`src/rtl/alu_seq.sv`:
```
// alu_seq: registered ALU with valid/ready handshake, status flags and illegal-op error.
// Define ALU_SHIFT_ITER_EN to swap the barrel shifter for an iterative 1-bit/cycle shifter.
module alu_seq #(
   parameter int BITS    = 8,
   parameter int OP_BITS = 6
) (
   input  logic               clk,
   input  logic               rst_n,
   input  logic               in_valid,
   output logic               in_ready,
   input  logic [OP_BITS-1:0] in_op,
   input  logic [BITS-1:0]    in_a,
   input  logic [BITS-1:0]    in_b,
   output logic               out_valid,
   input  logic               out_ready,
   output logic [BITS-1:0]    out_result,
   output logic               out_zero,
   output logic               out_carry,
   output logic               out_overflow,
   output logic               out_err
);
   localparam int SHW = $clog2(BITS);

   localparam logic [OP_BITS-1:0] OP_ADD = OP_BITS'(6'b100000);
   localparam logic [OP_BITS-1:0] OP_SUB = OP_BITS'(6'b100010);
   localparam logic [OP_BITS-1:0] OP_AND = OP_BITS'(6'b100100);
   localparam logic [OP_BITS-1:0] OP_OR  = OP_BITS'(6'b100101);
   localparam logic [OP_BITS-1:0] OP_XOR = OP_BITS'(6'b100110);
   localparam logic [OP_BITS-1:0] OP_NOR = OP_BITS'(6'b100111);
   localparam logic [OP_BITS-1:0] OP_SRL = OP_BITS'(6'b000010);
   localparam logic [OP_BITS-1:0] OP_SRA = OP_BITS'(6'b000011);

   typedef enum logic [1:0] {IDLE, SHIFT, DONE} state_t;
   state_t state;

   logic [SHW-1:0]  shamt;
   logic            accept;
   logic [BITS:0]   sum;
   logic [BITS:0]   diff;
   logic [BITS-1:0] calc_result;
   logic            calc_carry;
   logic            calc_overflow;
   logic            calc_err;
   logic            calc_zero;

   assign shamt    = in_b[SHW-1:0];
   assign in_ready = rst_n && ((state == IDLE) || ((state == DONE) && out_ready));
   assign accept   = in_valid && in_ready;

   always_comb begin
      sum           = {1'b0, in_a} + {1'b0, in_b};
      diff          = {1'b0, in_a} - {1'b0, in_b};
      calc_result   = '0;
      calc_carry    = 1'b0;
      calc_overflow = 1'b0;
      calc_err      = 1'b0;
      case (in_op)
         OP_ADD: begin
            calc_result   = sum[BITS-1:0];
            calc_carry    = sum[BITS];
            calc_overflow = (in_a[BITS-1] == in_b[BITS-1]) && (sum[BITS-1] != in_a[BITS-1]);
         end
         OP_SUB: begin
            // Top bit of the widened difference is the unsigned borrow (A < B).
            calc_result   = diff[BITS-1:0];
            calc_carry    = diff[BITS];
            calc_overflow = (in_a[BITS-1] != in_b[BITS-1]) && (diff[BITS-1] != in_a[BITS-1]);
         end
         OP_AND: calc_result = in_a & in_b;
         OP_OR:  calc_result = in_a | in_b;
         OP_XOR: calc_result = in_a ^ in_b;
         OP_NOR: calc_result = ~(in_a | in_b);
`ifdef ALU_SHIFT_ITER_EN
         // Only shamt==0 completes here; non-zero shifts go through the iterative path.
         OP_SRL: calc_result = in_a;
         OP_SRA: calc_result = in_a;
`else
         OP_SRL: calc_result = in_a >> shamt;
         OP_SRA: calc_result = $signed(in_a) >>> shamt;
`endif
         default: calc_err = 1'b1;
      endcase
   end

   assign calc_zero = !calc_err && (calc_result == '0);

`ifdef ALU_SHIFT_ITER_EN
   localparam logic [SHW-1:0] CNT_ONE = SHW'(1);

   logic [BITS-1:0] sh_reg;
   logic            sra_reg;
   logic [SHW-1:0]  count_reg;
   logic [BITS-1:0] step;
   logic            is_shift;

   assign is_shift = (in_op == OP_SRL) || (in_op == OP_SRA);

   genvar gi;
   generate
      for (gi = 0; gi < BITS - 1; gi++) begin : g_step
         assign step[gi] = sh_reg[gi+1];
      end
   endgenerate
   assign step[BITS-1] = sra_reg & sh_reg[BITS-1];
`endif

   always_ff @(posedge clk or negedge rst_n) begin
      if (!rst_n) begin
         state        <= IDLE;
         out_valid    <= 1'b0;
         out_result   <= '0;
         out_zero     <= 1'b0;
         out_carry    <= 1'b0;
         out_overflow <= 1'b0;
         out_err      <= 1'b0;
`ifdef ALU_SHIFT_ITER_EN
         sh_reg       <= '0;
         sra_reg      <= 1'b0;
         count_reg    <= '0;
`endif
      end else if (accept) begin
`ifdef ALU_SHIFT_ITER_EN
         if (is_shift && (shamt != '0)) begin
            state     <= SHIFT;
            out_valid <= 1'b0;
            sh_reg    <= in_a;
            sra_reg   <= (in_op == OP_SRA);
            count_reg <= shamt;
         end else
`endif
         begin
            state        <= DONE;
            out_valid    <= 1'b1;
            out_result   <= calc_result;
            out_zero     <= calc_zero;
            out_carry    <= calc_carry;
            out_overflow <= calc_overflow;
            out_err      <= calc_err;
         end
      end else begin
         case (state)
`ifdef ALU_SHIFT_ITER_EN
            SHIFT: begin
               sh_reg    <= step;
               count_reg <= count_reg - CNT_ONE;
               if (count_reg == CNT_ONE) begin
                  state        <= DONE;
                  out_valid    <= 1'b1;
                  out_result   <= step;
                  out_zero     <= (step == '0);
                  out_carry    <= 1'b0;
                  out_overflow <= 1'b0;
                  out_err      <= 1'b0;
               end
            end
`endif
            DONE: begin
               if (out_ready) begin
                  state     <= IDLE;
                  out_valid <= 1'b0;
               end
            end
            default: ;
         endcase
      end
   end
endmodule

```
`config.mk`:
```
export PLATFORM = sky130hd
export DESIGN_NAME = alu_seq
export DESIGN_NICKNAME = d
export VERILOG_FILES = /design/src/rtl/alu_seq.sv
export SDC_FILE = /design/constraint.sdc
export NUM_CORES = 1
export LEC_CHECK = 0
export CAP_MARGIN = 20
export CORE_ASPECT_RATIO = 0.8
export CORE_MARGIN = 2
export CORE_UTILIZATION = 45
export CTS_CLUSTER_DIAMETER = 50
export DETAILED_ROUTE_END_ITERATION = 10
export PLACE_DENSITY_LB_ADDON = 0.25
export SLEW_MARGIN = 5
export SYNTH_ARGS = -nofsm -noshare
export SYNTH_HDL_FRONTEND = slang
export SYNTH_SLANG_ARGS = --single-unit
```
`constraint.sdc`:
```
create_clock -name clk -period 2 [get_ports clk]
set_input_delay 0.6 -clock clk [delete_from_list [all_inputs] [get_ports clk]]
set_output_delay 0.6 -clock clk [all_outputs]
set_load 0.01 [all_outputs]
```
==> impl_results.md <==
* Run status: finished, violations left
* Violated checks: negative setup slack
* Vertical die dimension at between 60 and 70 microns
* Path type of the worst setup path: primary input to flip-flop
* Slew @ Worst Pin at 0.642 ns
* Std-Cell Core Area at 4510 sq um
* Worst IR Drop VDD at 0.322 mV
* Clock root buffer: clkbuf_8
* Slowest cell delay on critical path at around 0.56 ns
* Critical Path Start Type: primary input
* Mapped Avg Cell Area at 7.83 sq um
* Nets at 460
* Levels on crit path at 12
* Destination of the critical timing path: out_zero
* Initial cell density of the core at 0.463
* Sequential element share of the synthesized area at 0.156
* Post-synthesis instance area at 2090 sq um
* Number of placement rows at 22
* Final hold viol count at 0
* Timing-limited maximum frequency at 379 MHz
* Count of hold buffers inserted by post-cts repair at 0
* Leakage power of the design at 1.83 nW
* Top cells by area, synth: dfrtp_1 (16%), ha_1 (14%), a21oi_1 (5.0%), mux2i_1 (4.8%), xnor2_1 (4.2%)
* Async SR Flop Fraction at 1.00
* Proportion of power drawn by the clock network at 0.165
* Boundary Pins at 40
* Signed area change from the synthesized netlist to the final layout at 91.3%
* Power density over the cells at 362 nW/um^2
* Worst setup slack for register-to-register paths at 0.09 ns
* Period utilisation layout at 1.32
* Hold slack at 0.518 ns
* Gp weighted congestion at 0.953
* Post-layout minimum cycle time at 2.64 ns
* Count of antenna diodes in the layout at 0
* Timing startpoint of the critical path: in_a[0]
* Post-detailed-placement cell area at between 3000 and 4000 sq um
* Die X-Extent at about 80 microns
* Distinct cell type count of the synthesized netlist at 52
* Largest net degree at the start of global routing at 18
* Global-route wire length before repair at roughly 14,000 microns
* Crit path max-delay family: simple AND/OR/NAND/NOR gates
* Via count of the first global-routing pass at 2,872
* Total global routing track utilization at 0.340
* WP data arrival at between 2 and 3 ns
* Clock slew at the register clock pins of the worst setup and hold paths at around 0.06 ns
* Maximum net fanout on the critical path at 2
* Most used flip-flop cell after synthesis: dfrtp_1
* Number of cells after detailed placement at 436
* Share of power burned in combinational logic at 0.638
* Setup repair after global routing missed its margin: true
* Post-route total power at between 1 and 1.5 mW
* Internal power summed over all cells at just under 0.9 mW
* Number of failing setup endpoints in the final timing report at 11
* Area share of the leading cell type in the synthesized netlist at 0.156
* Residual DRC count at 0
* Filler instances at between 150 and 200
* Drt first pass iters at 8
* Worst path setup slack after routing at -0.637 ns
* Vias per std cell at 6.48
* Maximum capacitance violations at 0
* Setup Slack @ Placement at -1.22 ns
* Kind of end point of the critical path: flip-flop
* Aggregate routed wire length at 10,800 microns
* Endpoint of the most critical register-to-register path: out_zero
* Detailed-route via count at 3,024
* Proportion of power drawn by flip-flops and latches at 0.197
* Clock net sink count at 13
* Wirelength per Cell at about 23 microns
* Cell depth of the worst min-delay path at 1
* Slowest cell on the critical path: or4_4
* Area of the multi-input gates at 2070 sq um
* Starting DRT DRC Count at 420
* Number of enable flip-flop cells after synthesis at 0
* Number of buffers between clock root and the deepest sink at 2
* Reg2reg path depth at 8
* Number of nets produced by synthesis at 319
* Worst rel slew slack at 0.571
* Share of post-route cells with drive strength above 1 at 0.533
* Die ar. at 5210 sq um
* Fraction of power spent switching nets at 0.394
* Startpoint of the most critical register-to-register path: out_valid
* IO Port Bufs at 39
* Worst path required time at 2.12 ns
* Antenna violations before repair at 0
* Net switching power figure at ~0.57 mW
* Synth Instances at ~270
* Clock skew at 0.00142 ns
* Post-DRT Antenna Nets at 0
* Clock buffers created by TritonCTS at 3
* Register Area at around 330 sq um
* Max-slew violations at 0
* Synth Warn # at 0
* Count of buffer and inverter cells on the critical path at 3
* Latest clock arrival within the worst-skew pair at 0.24 ns
* Overall overflow remaining after global route at 0
* Final Instance Area at 4000 sq um
* HPWL after DPL at 5760 microns
* Min-Delay Path Class: flip-flop to flip-flop
* Number of standard cells in the layout, taps in and fillers out at 467
* Yosys top cell by area: dfrtp_1
* CTS tree: built
* Post-synthesis register bit count at 13
* Crit-path most repeated cell: nand3_4
* Ordered list of cells on the worst path: buf_12 -> inv_12 -> ha_4 -> fa_2 -> or3_4 -> nand3_4 -> buf_6 -> a221o_1 -> or4_4 -> nand3_4 -> a2111oi_4 -> a22o_1
* Maximum level of the CTS H-tree at 1
-- registers in the layout, indices dropped and copies added, names as in the netlist --
name / cells
out_valid: 1
out_zero: 1
out_carry: 1
out_err: 1
out_result: 8
out_overflow: 1
-- layout make-up --
| cell class | instances | area share |
|---|---|---|
| clock buffers | 4 | 0.0113 |
| inverters | 23 | 0.0297 |
| multi-input cells | 213 | 0.517 |
| flip-flops and latches | 13 | 0.0814 |
| well taps | 60 | 0.0188 |
| repair buffers | 154 | 0.341 |
-- cells by family after synthesis --
group	synth area share
AO/OA/AOI/OAI	0.278
XOR/XNOR	0.0587
adder cells (fa/ha/maj)	0.163
buffers and inverters	0.0772
flip-flops	0.156
multiplexers	0.0802
AND/OR/NAND/NOR	0.187
-- worst min path at each step --
| stage | endpoint | slack (ns) | from |
|---|---|---|---|
| after floorplan | out_carry | 0.30 | rst_n |
| after global placement | out_overflow | 0.47 | out_overflow |
| after detailed placement | out_carry | 0.49 | out_carry |
| after CTS | out_carry | 0.50 | out_carry |
| after global routing | out_result[2] | 0.54 | out_result[2] |
| final | out_result[2] | 0.52 | out_result[2] |
-- synthesized netlist by cell type (2+ instances only) --
master and count:
ha_1 24, inv_1 22, a21oi_1 21, nand2_1 20, nor2_1 16, dfrtp_1 13, clkbuf_1 12, mux2i_1 10
xnor2_1 10, o21ai_0 8, a211oi_1 7, a22o_1 7, nor3_1 7, o211ai_1 7, buf_2 6, nand2b_1 5
nand3_1 5, o21ai_1 5, a21o_1 4, or3_1 4, xor2_1 4, a221o_1 3, a31oi_1 3, nor2b_1 3
nor4_1 3, o21bai_1 3, a2111oi_0 2, and2_1 2, fa_1 2, mux2_2 2, mux4_2 2, nor3b_1 2
o211a_1 2, o31ai_1 2, o32ai_1 2
-- through the flow --
stage / TNS (ns) / utilization
2_1_floorplan: -2.39 / -
3_3_place_gp: -10.83 / 0.724
3_5_place_dp: -11.29 / 0.724
4_1_cts: -3.53 / 0.832
5_1_grt: -4.38 / 0.886
6_report: -3.95 / 0.886
-- placed cells by master, fill, tap and decap left out, types with 8 or more instances in the layout --
cell,instances
xnor2_1,8
buf_4,93
ha_1,9
clkdlybuf4s50_1,16
mux2i_1,8
buf_6,19
ha_4,8
dfrtp_1,13
nand2_1,19
nor2_1,13
o21ai_1,8
a21oi_1,14
inv_1,13
-- routing by layer --
layer  up-vias  part of all wire  track usage
met3        97              0.12       0.0432
met5         -                 0            0
met1      1364              0.35        0.412
met4         0             0.069        0.148
met2       311              0.45        0.600
li1       1252                 -            -
-- power by group through the flow --
stage	Sequential [mW]	Combinational, mW	Clock [mW]
after global placement	0.285	0.639	0
after detailed placement	0.286	0.653	0
final	0.285	0.922	0.239
after global routing	0.285	0.961	0.256
after floorplan	0.290	0.341	0
after CTS	0.283	0.768	0.233
-- what timing repair did --
item                                    CTS  global route
cloned                                    2             0
endpoints found under the setup margin   13            11
gates resized for setup                 130            55
pin swaps                                41            39
buffers inserted                         18            10
Note: power is estimated with default switching activity, not from simulation.
